## config.mk

```make
export PLATFORM = sky130hd
export DESIGN_NAME = seg_scan_ctrl
export DESIGN_NICKNAME = d
export VERILOG_FILES = /design/src/rtl/seg_scan_ctrl.sv
export SDC_FILE = /design/constraint.sdc
export NUM_CORES = 1
export LEC_CHECK = 0
export CORE_MARGIN = 1
export CORE_UTILIZATION = 48
export DETAILED_ROUTE_END_ITERATION = 16
export GPL_TIMING_DRIVEN = 0
export PLACE_DENSITY_LB_ADDON = 0.25
export SYNTH_ARGS = -nofsm -noshare
export SYNTH_HDL_FRONTEND = slang
export SYNTH_SLANG_ARGS = --single-unit
export TNS_END_PERCENT = 10
```

## constraint.sdc

```tcl
create_clock -name clk -period 2.2 [get_ports clk]
set_input_delay 0.55 -clock clk [delete_from_list [all_inputs] [get_ports clk]]
set_output_delay 0.55 -clock clk [all_outputs]
set_load 0.01 [all_outputs]
```

## src/rtl/seg_scan_ctrl.sv

```systemverilog
// seg_scan_ctrl: time-multiplexed 7-segment scan with dead time, blanking, frame snapshot and blink sequencing.
module seg_scan_ctrl #(
    parameter int NUM_DIGITS    = 4,
    parameter int REFRESH_DIV   = 1000,
    parameter int DEAD_CYCLES   = 2,
    parameter int BLINK_TOGGLES = 3
) (
    input  logic                    clk,
    input  logic                    rst,
    input  logic [2*NUM_DIGITS-1:0] i_digits,
    input  logic [NUM_DIGITS-1:0]   i_blank_mask,
    input  logic                    i_blink_req,
    output logic [1:0]              o_bcd,
    output logic [NUM_DIGITS-1:0]   o_an,
    output logic                    o_blank,
    output logic                    o_blinking
);
    localparam int CW = $clog2(REFRESH_DIV);
    localparam int IW = $clog2(NUM_DIGITS);
    localparam int BW = $clog2(BLINK_TOGGLES + 1);
    typedef enum logic [1:0] {SCAN, BLINK_OFF, BLINK_ON} state_t;
    state_t state, state_nx;
    logic [CW-1:0] cnt, cnt_nx;
    logic [IW-1:0] idx, idx_nx;
    logic [BW-1:0] pairs, pairs_nx;
    logic [2*NUM_DIGITS-1:0] snap_dig, dig_eff;
    logic [NUM_DIGITS-1:0] snap_mask, mask_eff, an_nx;
    logic pending, fs, lit;
    logic [1:0] bcd_nx;
    // cnt/idx hold the position presented on the coming edge; a frame starts at (0,0)
    assign fs = (cnt == '0) && (idx == '0);
    always_comb begin
        state_nx = state;
        pairs_nx = pairs;
        if (fs) begin
            if (pending || i_blink_req) begin
                state_nx = BLINK_OFF;
                pairs_nx = '0;
            end else if (state == BLINK_OFF) begin
                state_nx = BLINK_ON;
            end else if (state == BLINK_ON) begin
                state_nx = (pairs + BW'(1) < BW'(BLINK_TOGGLES)) ? BLINK_OFF : SCAN;
                pairs_nx = (pairs + BW'(1) < BW'(BLINK_TOGGLES)) ? pairs + BW'(1) : '0;
            end
        end
    end
    // The frame-start edge must already display the freshly captured inputs
    assign dig_eff  = fs ? i_digits : snap_dig;
    assign mask_eff = fs ? i_blank_mask : snap_mask;
    assign bcd_nx   = dig_eff[{idx, 1'b0} +: 2];
    assign lit      = (int'(cnt) >= DEAD_CYCLES) && !mask_eff[idx] && (state_nx != BLINK_OFF);
    assign an_nx    = lit ? ~(NUM_DIGITS'(1) << idx) : '1;
    assign cnt_nx   = (cnt == CW'(REFRESH_DIV - 1)) ? '0 : cnt + CW'(1);
    assign idx_nx   = (cnt != CW'(REFRESH_DIV - 1)) ? idx : (idx == IW'(NUM_DIGITS - 1)) ? '0 : idx + IW'(1);
    always_ff @(posedge clk) begin
        if (rst) begin
            state      <= SCAN;
            cnt        <= '0;
            idx        <= '0;
            pairs      <= '0;
            snap_dig   <= '0;
            snap_mask  <= '0;
            pending    <= 1'b0;
            o_bcd      <= 2'd0;
            o_an       <= '1;
            o_blank    <= 1'b1;
            o_blinking <= 1'b0;
        end else begin
            state      <= state_nx;
            cnt        <= cnt_nx;
            idx        <= idx_nx;
            pairs      <= pairs_nx;
            snap_dig   <= dig_eff;
            snap_mask  <= mask_eff;
            pending    <= fs ? 1'b0 : (pending | i_blink_req);
            o_bcd      <= bcd_nx;
            o_an       <= an_nx;
            o_blank    <= ~lit;
            o_blinking <= state_nx != SCAN;
        end
    end
endmodule

```

# After elaboration in Yosys (flattened, before gate mapping)
# Index checks and enable logic that the tools add are counted.
dict set report totals {
  regBits 37
  out_inout_bits 8
}
dict set report op_classes {
  reduce_logical 13
  mux 14
  bitwise 3
  order_cmp 3
  n_addsub 3
  n_eq_ne 7
  shift 2
}
# op n
set op_table {}
lappend op_table {{2-to-1 mux 2 bit} 9}
lappend op_table {{adder 10 x 1 -> 10 bit, second input constant} 1}
lappend op_table {{== test 10 bit, second input constant} 1}
lappend op_table {{>= comparator 10 x 2 -> 1 bit, second input constant} 1}
lappend op_table {{zero test 10 bit} 1}
lappend op_table {{inequality test 10 bit, second input constant} 1}
lappend op_table {{2-to-1 mux 8 bit} 1}
lappend op_table {{indexed part select 8 x 4 -> 2 bit} 1}
lappend op_table {{OR reduction 2 bit} 3}
lappend op_table {{adder 2 x 1 -> 2 bit, second input constant} 2}
lappend op_table {{== test 2 bit, second input constant} 2}
lappend op_table {{2-to-1 mux 4 bit} 1}
lappend op_table {{NOT 4 bit} 1}
lappend op_table {{nonzero test 2 bit} 2}
lappend op_table {{left shift 1 x 2 -> 4 bit, first input constant} 1}
lappend op_table {{logical AND 1 bit} 3}
lappend op_table {{< comparator 2 x 3 -> 1 bit, second input constant} 1}
lappend op_table {{AND reduction 3 bit} 1}
lappend op_table {{binary-select mux 1 bit (select 2 bit)} 1}
lappend op_table {{== test 2 x 1 -> 1 bit, second input constant} 1}
lappend op_table {{zero test 2 bit} 1}
lappend op_table {{< comparator 2 bit, second input constant} 1}
lappend op_table {{2-to-1 mux 1 bit} 2}
lappend op_table {{inequality test 2 x 1 -> 1 bit, second input constant} 1}
lappend op_table {{5 further kinds} 5}

# Longest topological paths before layout
dict set report logic_depth {
  word_depth 11
  depth_mapped 9
  depth_no_buf 6
}

# Worst setup path after synthesis
# Ideal clock, no wire load.
dict set report synth_timing {
  path_type {register to register}
  start {register idx[0]}
  end {register o_an[0]}
  arrival_time_ns 1.955
  path_slack_ns 0.096
  period_less_slack_ns 2.104
  path_stages_with_launch 8
  setup_time_ns 0.149
  required_ns 2.051
  cell_sequence {dfxtp_1 -> buf_2 -> inv_1 -> ha_1 -> nand2_1 -> o32ai_1 -> a2111oi_1 -> nand3_1}
}
dict set report synth_via {
  elab_chain_len 10
}
# item line
set synth_lines {}
lappend synth_lines {{from (decl)} 24} ;# logic [IW-1:0] idx, idx_nx;
lappend synth_lines {{from (signal assigned)} 71} ;# idx <= idx_nx;
lappend synth_lines {{zero test 2 bit} 31} ;# assign fs = (cnt == '0) && (idx == '0);
lappend synth_lines {{logical AND 1 bit} 31}
lappend synth_lines {{2-to-1 mux 4 bit} 49} ;# assign mask_eff = fs ? i_blank_mask : snap_mask;
lappend synth_lines {{binary-select mux 1 bit (select 2 bit)} 51} ;# assign lit = (int'(cnt) >= DEAD_CYCLES) && !mask_eff[idx] && (state_nx != BLINK_OFF);
lappend synth_lines {{2-to-1 mux 1 bit (implied by the code)} 51}
lappend synth_lines {{zero test 1 bit} 51}
lappend synth_lines {{logical AND 1 bit (2 in series)} 51}
lappend synth_lines {{NOT 1 bit (no line)} n/a}
lappend synth_lines {{OR reduction 2 bit (no line)} n/a}
lappend synth_lines {{to (signal assigned)} 77} ;# o_an <= an_nx;
lappend synth_lines {{to (decl)} 14} ;# output logic [NUM_DIGITS-1:0] o_an,
# Several ways; a longest one is shown, not always the timed one. The select of a mux whose other input is x is not followed.
# A chain may end at the register's enable or synchronous reset.

# Worst setup path in the final report
dict set report layout_timing {
  start {register idx[0]}
  end {register o_an[3]}
}
# The elaborated chain is that of the path after synthesis.

==> flow_metrics.py <==
metrics = {
    "finish": {
        "design_area_um2": 2061,
        "antenna_cells": 0,
        "synthToLayoutAreaGrowth_pct": 20.48,
        "drive_above_1_share": 0.1005,
        "final_nets": 241,
        "layout_common_cells": "nand2_1 (37), dfxtp_1 (37), clkdlybuf4s50_1 (21)",
    },
    "drt": {
        "vias": 1423,
        "drt-total-wl_um": 3440,
        "wl_per_cell_um": 12.98,
        "via_per_inst": 5.370,
        "first_iter_violations": 43,
        "drc": 0,
        "ant_nets": 0,
        "first_pass_iters": 5,
    },
    "worst_setup_path": {
        "end_kind": "flip-flop",
        "cp.required_ns": 2.41,
        "slowest_delay_ns": 0.44,
        "path_delay_family": "compound AO/OA/AOI/OAI gates",
        "start_kind": "flip-flop",
        "cp_max_fo": 10,
        "crit_chain": "buf_4 > inv_1 > ha_1 > nand2_1 > o32ai_1 > a2111oi_4 > nand3_1",
        "path_class": "reg2reg",
        "crit_arrival_ns": 2.20,
        "crit_buf_inv": 2,
        "critPathSlowestCell": "a2111oi_4",
    },
    "logic_synthesis": {
        "yosysTopAreaCell": "dfxtp_1",
        "synth_ff_type": "dfxtp_1",
        "ys_ff_latch": 37,
        "synth_xor_area_frac": 0.03584,
        "synth_adder_area_share": 0.05121,
        "synth_area_per_cell_um2": 8.955,
        "synth_top_area_frac": 0.4331,
        "synth-compound-area-share": 0.09144,
        "yosys.area_share.simple": 0.2509,
        "synth_area_leaders": "dfxtp_1 (43%), nand2_1 (8.1%), mux4_2 (6.6%)",
        "synth_edf_count": 0,
        "synth_area_um2": 1710,
        "synth.yosys.seq_area_share": 0.4331,
        "syn_nets": 213,
        "synth_top_family_by_area": "simple AND/OR/NAND/NOR gates",
        "yosys_warnings": 0,
        "async_flop_share": 0,
        "yosys.cell_types.count": 34,
        "synth_mux_area_frac": 0.09510,
        "syn_inst": 191,
    },
    "global_route": {
        "grt_first_pass_wirelength_um": 5478,
        "track_usage": 0.2019,
        "antenna_found_initial": 0,
        "grt_pass1_vias": 1202,
        "overflow": 0,
        "grt_max_degree": 11,
    },
    "sta": {
        "rsz0062_at_grt": "no",
        "worst_slew_pin_slew_ns": 0.6142,
        "fmax_mhz": 503.4,
        "post-route-period-util": 0.9029,
        "setup_viol_count_final": 0,
        "slew_headroom": 0.5867,
        "hold_viol_final": 0,
        "slew_viol_final": 0,
        "fin_crit_ns": 1.986,
        "clock_skew_ns": 0.005238,
    },
    "cts": {
        "cts_root_buf": "clkbuf_4",
        "htree_levels": 2,
        "cts_setup_buffers": 0,
        "cts.path.max_buffers": 2,
        "numCtsBuffers": 5,
        "clkTransAtPathRegs_ns": 0.10,
        "postCtsHoldBufs": 0,
        "cts_sinks": 37,
        "tritoncts": "done",
        "clk-insertion-delay-late_ns": 0.34,
    },
    "floorplanning": {
        "dieArea_um2": 3806,
        "fp.dieH_um": 61.70,
        "initial_core_util": 0.5086,
        "row_count": 21,
        "core_um2": 3363,
        "die_w_um": 61.70,
        "ios": 23,
    },
    "power": {
        "power_leakage_nw": 0.7436,
        "power_frac_comb": 0.171,
        "p_switching_mw": 0.3482,
        "clock_power_share": 0.272,
        "intPower_mw": 0.9676,
        "switching_share": 0.2646,
        "irDropWorstVdd_uv": 274.4,
        "finalPower_mw": 1.316,
        "sequentialPowerShare": 0.557,
        "power_density_nw_per_um2": 638.5,
    },
    "placement": {
        "place_congestion": 0.7630,
        "placed_area_um2": 1978,
        "dp_hpwl_um": 2580,
        "io_buffers": 21,
    },
    "hold_path": {
        "hp-class": "reg2reg",
    },
    "flow_run": {
        "drv_cap": 0,
    },
    "run_status": {
        "outcome": "complete, no violations",
    },
}
-- cell type report --
type                       instances  area, µm²
fill                             316       1303
multi-input combinational        138      919.6
sequential                        37      740.7
timing repair buffer              21      210.2
tap                               46      57.56
clock buffer                       7      55.05
buffer                             9      51.30
inverter                           7      26.28
-- cells by family after synthesis --
kind of cell / count (synthesis)
multiplexers: 10
AND/OR/NAND/NOR: 86
flip-flops: 37
XOR/XNOR: 7
adder cells (fa/ha/maj): 7
buffers and inverters: 16
AO/OA/AOI/OAI: 28
-- worst reg2reg max path, stage by stage, from the launching register on --
cell,delay (ns)
dfxtp_1,0.41
buf_4,0.24
inv_1,0.09
ha_1,0.24
nand2_1,0.16
o32ai_1,0.16
a2111oi_4,0.44
nand3_1,0.13
-- synthesized netlist by cell type (4+ instances only) --
| cell | number |
|---|---|
| mux4_2 | 5 |
| dfxtp_1 | 37 |
| nand3_1 | 9 |
| mux2i_1 | 5 |
| a21oi_1 | 20 |
| nor4_1 | 4 |
| ha_1 | 7 |
| inv_1 | 7 |
| xnor2_1 | 4 |
| nand2_1 | 37 |
| clkbuf_1 | 6 |
| nor2_1 | 15 |
-- what timing repair did --
action	4_1_cts	5_1_grt
gates resized for setup	4	2
endpoints found under the setup margin	15	7
pin swaps	1	0
-- state kept, by name, indices dropped and copies added, names as in the netlist --
| name | count |
|---|---|
| pending | 1 |
| o_blank | 1 |
| o_bcd | 2 |
| state | 2 |
| o_blinking | 1 |
| idx | 2 |
| snap_dig | 8 |
| snap_mask | 4 |
| pairs | 2 |
| o_an | 4 |
| cnt | 10 |
-- power by group through the flow --
stage / logic (mW) / registers (mW) / clock network [mW]
finish: 0.225 / 0.733 / 0.358
global route: 0.250 / 0.738 / 0.400
CTS: 0.219 / 0.733 / 0.373
detailed placement: 0.215 / 0.749 / 0
global placement: 0.208 / 0.745 / 0
floorplan: 0.135 / 0.746 / 0
-- worst paths after layout --
kind                      from            to  slack [ns]  cells past startpoint
setup / recovery        idx[0]       o_an[3]        0.21                      7
hold / removal    snap_mask[3]  snap_mask[3]        0.47                      2
setup reg to reg        idx[0]       o_an[3]        0.21                      7
hold reg to reg   snap_mask[3]  snap_mask[3]        0.47                      2
-- per-stage QoR --
| stage | worst slack (ns) | setup TNS (ns) | util | hold WS, ns | std cells |
|---|---|---|---|---|---|
| after floorplan | 0.09609 | 0 | - | 0.4297 | 191 |
| after global placement | -0.2794 | -1.361 | 0.5882 | 0.4392 | 258 |
| after detailed placement | -0.3668 | -2.155 | 0.5882 | 0.4516 | 258 |
| after CTS | 0.08908 | 0 | 0.6075 | 0.4660 | 265 |
| after global routing | 0.1078 | 0 | 0.6127 | 0.4832 | 265 |
| final | 0.2137 | 0 | 0.6127 | 0.4671 | 265 |
-- layer usage --
| metal | GRT usage | vias to the layer above | share of wire |
|---|---|---|---|
| met5 | 0 | - | 0 |
| met4 | 0.07619 | 0 | 0.017 |
| met3 | 0.06211 | 6 | 0.047 |
| met2 | 0.3057 | 31 | 0.47 |
| met1 | 0.2718 | 667 | 0.47 |
| li1 | - | 719 | - |
Power figures use the tool's default switching activity.
